===== src/rtl/arith_pkg.sv =====
// rtl/arith_pkg.sv - shared state encoding and sizing helpers for the serial arithmetic blocks
package arith_pkg;

  typedef enum logic [1:0] {
    IDLE = 2'd0,
    RUN  = 2'd1,
    DONE = 2'd2
  } state_e;

  // Step-counter width; a single-step operation still needs a 1-bit counter.
  function automatic int cnt_width(input int nstep);
    int w;
    w = $clog2(nstep);
    return (w < 1) ? 1 : w;
  endfunction

endpackage


===== src/rtl/full_sub_cell.sv =====
// rtl/full_sub_cell.sv - 1-bit full subtractor built from two half-subtractor stages
module full_sub_cell (
  input  logic a,
  input  logic b,
  input  logic bin,
  output logic dif,
  output logic bor
);

  logic d1;
  logic b1;
  logic b2;

  assign d1  = a ^ b;
  assign b1  = ~a & b;
  assign dif = d1 ^ bin;
  assign b2  = ~d1 & bin;
  assign bor = b1 | b2;

endmodule


===== src/rtl/serial_subtractor.sv =====
// rtl/serial_subtractor.sv - digit-serial a - b - bin with borrow-out and valid/ready handshakes
module serial_subtractor
  import arith_pkg::*;
#(
  parameter int WIDTH = 8,
  parameter int DIGIT = 1
) (
  input  logic             clk,
  input  logic             rst_n,
  input  logic             in_valid,
  output logic             in_ready,
  input  logic [WIDTH-1:0] a,
  input  logic [WIDTH-1:0] b,
  input  logic             bin,
  output logic             out_valid,
  input  logic             out_ready,
  output logic [WIDTH-1:0] dif,
  output logic             bor
);

  localparam int NSTEP = WIDTH / DIGIT;
  localparam int CW    = cnt_width(NSTEP);

  if (WIDTH < 1 || DIGIT < 1 || (WIDTH % DIGIT) != 0) begin : g_bad_params
    $error("serial_subtractor: DIGIT must divide WIDTH and both must be >= 1");
  end

  state_e           state_q, state_d;
  logic [CW-1:0]    cnt_q, cnt_d;
  logic [WIDTH-1:0] a_q, a_d;
  logic [WIDTH-1:0] b_q, b_d;
  logic [WIDTH-1:0] dif_q, dif_d;
  logic             br_q, br_d;

  logic [DIGIT:0]         br_chain;
  logic [DIGIT-1:0]       d_bits;
  logic [WIDTH+DIGIT-1:0] dif_cat;

  assign br_chain[0] = br_q;

  for (genvar i = 0; i < DIGIT; i++) begin : g_cell
    full_sub_cell u_cell (
      .a   (a_q[i]),
      .b   (b_q[i]),
      .bin (br_chain[i]),
      .dif (d_bits[i]),
      .bor (br_chain[i+1])
    );
  end

  // New digit enters at the top so the last step leaves the result LSB-aligned.
  assign dif_cat = {d_bits, dif_q};

  always_comb begin
    state_d = state_q;
    cnt_d   = cnt_q;
    a_d     = a_q;
    b_d     = b_q;
    dif_d   = dif_q;
    br_d    = br_q;
    case (state_q)
      IDLE: begin
        if (in_valid) begin
          a_d     = a;
          b_d     = b;
          br_d    = bin;
          cnt_d   = '0;
          state_d = RUN;
        end
      end
      RUN: begin
        a_d   = a_q >> DIGIT;
        b_d   = b_q >> DIGIT;
        dif_d = dif_cat[WIDTH+DIGIT-1:DIGIT];
        br_d  = br_chain[DIGIT];
        cnt_d = cnt_q + 1'b1;
        if (cnt_q == CW'(NSTEP - 1)) begin
          state_d = DONE;
        end
      end
      DONE: begin
        if (out_ready) begin
          state_d = IDLE;
        end
      end
      default: state_d = IDLE;
    endcase
  end

  always_ff @(posedge clk or negedge rst_n) begin
    if (!rst_n) begin
      state_q <= IDLE;
      cnt_q   <= '0;
      a_q     <= '0;
      b_q     <= '0;
      dif_q   <= '0;
      br_q    <= 1'b0;
    end else begin
      state_q <= state_d;
      cnt_q   <= cnt_d;
      a_q     <= a_d;
      b_q     <= b_d;
      dif_q   <= dif_d;
      br_q    <= br_d;
    end
  end

  // Handshake flags decode straight from state so reset drops out_valid without a clock.
  assign in_ready  = (state_q == IDLE);
  assign out_valid = (state_q == DONE);
  assign dif       = dif_q;
  assign bor       = br_q;

endmodule


===== config.mk =====
export PLATFORM = sky130hd
export DESIGN_NAME = serial_subtractor
export DESIGN_NICKNAME = d
export VERILOG_FILES = /design/src/rtl/arith_pkg.sv /design/src/rtl/full_sub_cell.sv /design/src/rtl/serial_subtractor.sv
export SDC_FILE = /design/constraint.sdc
export NUM_CORES = 1
export LEC_CHECK = 0
export ABC_AREA = 0
export BUFFER_PORTS_ARGS = -buffer_cell sky130_fd_sc_hd__buf_4
export CORE_MARGIN = 2
export CORE_UTILIZATION = 50
export DETAILED_ROUTE_END_ITERATION = 8
export GPL_TIMING_DRIVEN = 0
export HOLD_SLACK_MARGIN = 0.1
export PLACE_DENSITY = 0.85
export SLEW_MARGIN = 0
export SYNTH_ARGS = -nofsm -noshare
export SYNTH_HDL_FRONTEND = slang
export SYNTH_SLANG_ARGS = --single-unit

===== constraint.sdc =====
create_clock -name clk -period 3.2 [get_ports clk]
set_input_delay 0.96 -clock clk [delete_from_list [all_inputs] [get_ports clk]]
set_output_delay 0.96 -clock clk [all_outputs]
set_load 0.05 [all_outputs]

# Yosys cells after proc, flatten, opt, wreduce, memory -nomap -nowiden
# Cells that the tools add are included.
# classes
addsub	1
eq_ne	6
n_mux	12
bitwise_logic	7
n_reduce_logical	4
# ops
operator	n
one-hot mux 8 bit (2 select lines)	2
2-to-1 mux 8 bit	2
2-to-1 mux 2 bit	3
one-hot mux 2 bit (3 select lines)	1
one-hot mux 3 bit (2 select lines)	1
inequality test 2 bit (second input constant)	2
adder 3 x 1 -> 3 bit (second input constant)	1
== test 3 bit (second input constant)	1
2-to-1 mux 3 bit	1
AND reduction 3 bit	1
bitwise AND 1 bit	2
== test 2 x 1 -> 1 bit (second input constant)	1
== test 2 bit (second input constant)	1
zero test 2 bit	1
inequality test 2 x 1 -> 1 bit (second input constant)	1
inverter 1 bit	2
one-hot mux 1 bit (2 select lines)	1
AND reduction 2 bit	1
nonzero test 2 bit	1
bitwise XOR 1 bit	2
2-to-1 mux 1 bit	1
OR 1 bit	1
# word_totals
reg_bits	30
inputBits	21
output_inout_bits	11
elab_cells	36

# Longest topological paths before layout
# depth
ltp_word	5
mapped_depth	5
ltp_nobuf	5

# Hierarchy
# From an unflattened synthesis, not the netlist that was laid out.
# unflattened
hier_cells	138
area_unflattened_um2	1392.6
# modules_own_cells
module	instances	cells_per_inst	area_per_inst_um2	seq_area_each_um2
serial_subtractor	1	134	1361.3	750.7
full_sub_cell	1	4	31.3	0.0

# Worst setup path after synthesis
# OpenSTA, ideal clock, no wires.
# synth_timing
path_type	reg2out
start	reg state_q[0]
end	out in_ready
arrival_ns	1.351
required_ns	2.240
setup_slack_ns	0.889
stages_incl_launch_ff	4
path_buffers	2
path_cell_list	dfrtp_1 -> buf_6 -> buf_6 -> nor2_1
# synth_via
elab_chain_cells	1
# synth_lines
element	line	rtl
from (decl)	serial_subtractor.sv:28	state_e state_q, state_d;
from (signal assigned)	serial_subtractor.sv:99	state_q <= state_d;
zero test 2 bit	serial_subtractor.sv:109	assign in_ready = (state_q == IDLE);
to (decl)	serial_subtractor.sv:11	output logic in_ready,
# Every way passes these cells.

# Worst setup path in the final report
# layout_timing
start	reg state_q[1]
end	out out_valid
# layout_via
elab_chain_cells	1
# layout_lines
element	line	rtl
== test 2 bit	serial_subtractor.sv:110	assign out_valid = (state_q == DONE);
to (decl)	serial_subtractor.sv:15	output logic out_valid,
# Every way passes these cells.

==> run summary <==
Worst setup endpoint = out_valid
Slew HR = 74.9%
total I/O pin count = 32
Seq/Total Area, Yosys = 50.7%
most frequent cells in the layout = buf_4, dfrtp_1, nand2_1
Setup Crit Path Kind = flip-flop to primary output
Area Growth Syn to Fin = 21.4%
HP Class = flip-flop to flip-flop
post-synth top area cell = dfrtp_1
Vias = 1231
global placer's final weighted congestion = 0.868
reg2reg start = cnt_q[0]
warnings from Yosys = 0
CP arrival = 1.41 ns
Die Width = 58.4 µm
gr usage total = 22.6%
# diodes = 0
clock share of power = 11.0%
internal power = 1.02 mW
synthesized area = 1480 µm²
mean post-synth cell area = 10.2 µm²
share of cells above drive strength 1 = 30.1%
Setup Skew = 0.00314 ns
Cells after Synth = 145
Design Area, Final = 1800 µm²
flops & latches, synth = 30
Skew-Pair Late Insertion Delay = 0.32 ns
clock buffer count from CTS = 5
Routed WL per cell = 15.7 µm
RSZ-0062 raised after global routing = false
DP Cell Count = 207
initial drt markers = 43
leak pwr = 0.850 nW
Slew Limit Fails = 0
final net count = 207
Worst-Margin Slew = 0.376 ns
die area = 3410 µm²
FF-to-FF setup slack = 1.94 ns
number of distinct library cells after synthesis = 24
worst setup path startpoint = state_q[1]
TritonRoute pass-1 iters = 4
setup TNS = 0 ns
Final Hold Violating Endpoints = 0
final setup violation count = 0
first-pass GRT wire length = 5750 µm
Max-Cap Viols = 0
peak supply drop = 0.000877 V
final non-filler cell total = 214
clk sinks = 30
CORE AREA = 2780 µm²
Worst Reg2Reg Path Length in Cells = 3
initial antenna violation count = 0
PortBufs = 31
Reg clk slew, reported paths = 0.09 ns
Gate power share = 51.4%
min cycle time layout = 2.37 ns
fin crit share = 73.9%
FF-to-FF End = cnt_q[2]
sequential power share = 37.6%
Synth area leaders = dfrtp_1, nand2_1, o22ai_1, nor3_1, buf_6
maximum clock frequency = 423 MHz
worst-path fanout max = 10
vias in the first global route = 1267
DRC viols = 0
Post-Place Cell Area = 1750 µm²
GRT overflow = 0
critical path required time = 2.24 ns
Switch Pwr = 0.838 mW
commonest non-fill, non-tap cell in the layout = buf_4
Std-Cell Rows = 19
PwrDens = 1030 nW/µm²
outcome = finished, final reports clean
hold buffers post-CTS = 0
CTS root buffer = clkbuf_4
DP HPWL = 2390 µm
# resized after CTS = 0
CTS H-tree depth = 2
Initial Util = 53.2%
Setup Buffers After CTS = 0
pin count of the biggest net entering global routing = 31
post-synth net total = 169
Clock Path Buffers = 2
Yosys top cell area share = 50.7%
chip height = 58.4 µm
Worst Setup End Kind = primary output
WL final = 3370 µm
clock tree from TritonCTS = done
ANT nets after route = 0
Sw Share = 45.1%
Critical Path Source Type = flip-flop
vias per std cell = 5.75
-- logic make-up (layout without fill, tap and decap cells) --
group	after synthesis	count (layout)	share of synthesized area, %
compound gates	33	33	16.5
flops	30	30	50.7
buf+inv	15	53	8.88
simple gates	63	63	20.2
fa+ha+maj	3	3	3.04
mux	1	1	0.676
-- synth_stat cells --
master    number
buf_4          3
inv_1          3
nor2_1        12
o21ai_0        6
o32ai_1        8
mux2i_1        1
o32ai_2        1
nor2b_2        1
or2_1          1
buf_6          7
inv_2          1
ha_1           2
dfrtp_1       30
nor3_2         2
fa_1           1
o22ai_1       14
nor2b_1        1
a22o_1         2
nand2b_4       2
o31ai_1        1
buf_8          1
a221oi_2       1
nor3_1        16
nand2_1       28
-- stage by stage --
stage / setup slack [ns] / util [%] / total power [mW] / hold slack, ns
after CTS: 0.833 / 64.6 / 1.86 / 0.502
after detailed placement: 1.19 / 63.0 / 1.65 / 0.480
after global placement: 1.21 / 63.0 / 1.60 / 0.462
after floorplan: 0.889 / - / 1.39 / 0.458
final: 0.834 / 64.6 / 1.86 / 0.499
after global routing: 0.746 / 64.6 / 2.00 / 0.530
-- worst max-delay path, cell delays in order (launching register included) --
cell and delay [ns]:
dfrtp_1 0.40, buf_6 0.15, inv_2 0.15, buf_6 0.17
nor2_1 0.05, buf_4 0.18
-- power by group through the flow --
stage               Sequential [mW]  Clock [mW]  Combinational (mW)
floorplan                     0.852           0               0.533
global placement              0.688           0               0.912
detailed placement            0.701           0               0.953
CTS                           0.693       0.210               0.959
global route                  0.717       0.227                1.05
finish                        0.697       0.205               0.954
-- layer usage --
metal / vias up / track usage, % / wire, µm
met5: - / 0 / 0
met4: 0 / 9.97 / 55
met3: 6 / 4.84 / 178
met2: 34 / 35.5 / 1710
met1: 600 / 30.1 / 1420
li1: 591 / - / -
-- worst min path at each step --
stage,cells past startpoint,end,start,slack [ns]
final,2,dif[0],dif[0],0.50
after global routing,2,dif[1],dif[2],0.53
after CTS,2,dif[0],dif[0],0.50
after detailed placement,2,dif[0],dif[0],0.48
after global placement,2,dif[0],dif[0],0.46
after floorplan,1,cnt_q[0],cnt_q[0],0.46
-- flip-flops by register name, indices dropped and copies added (netlist names) --
register / count
b_q: 8
a_q: 8
cnt_q: 3
bor: 1
state_q: 2
dif: 8
-- layout make-up --
class                      instances  area [µm²]
fill                             223         985
tap                               31        38.8
timing repair buffer              31         233
sequential                        30         751
clock buffer                       7        45.0
inverter                           4        15.0
multi-input combinational        100         598
buffer                            11         116
No activity file was read; power rests on OpenSTA's default activity.
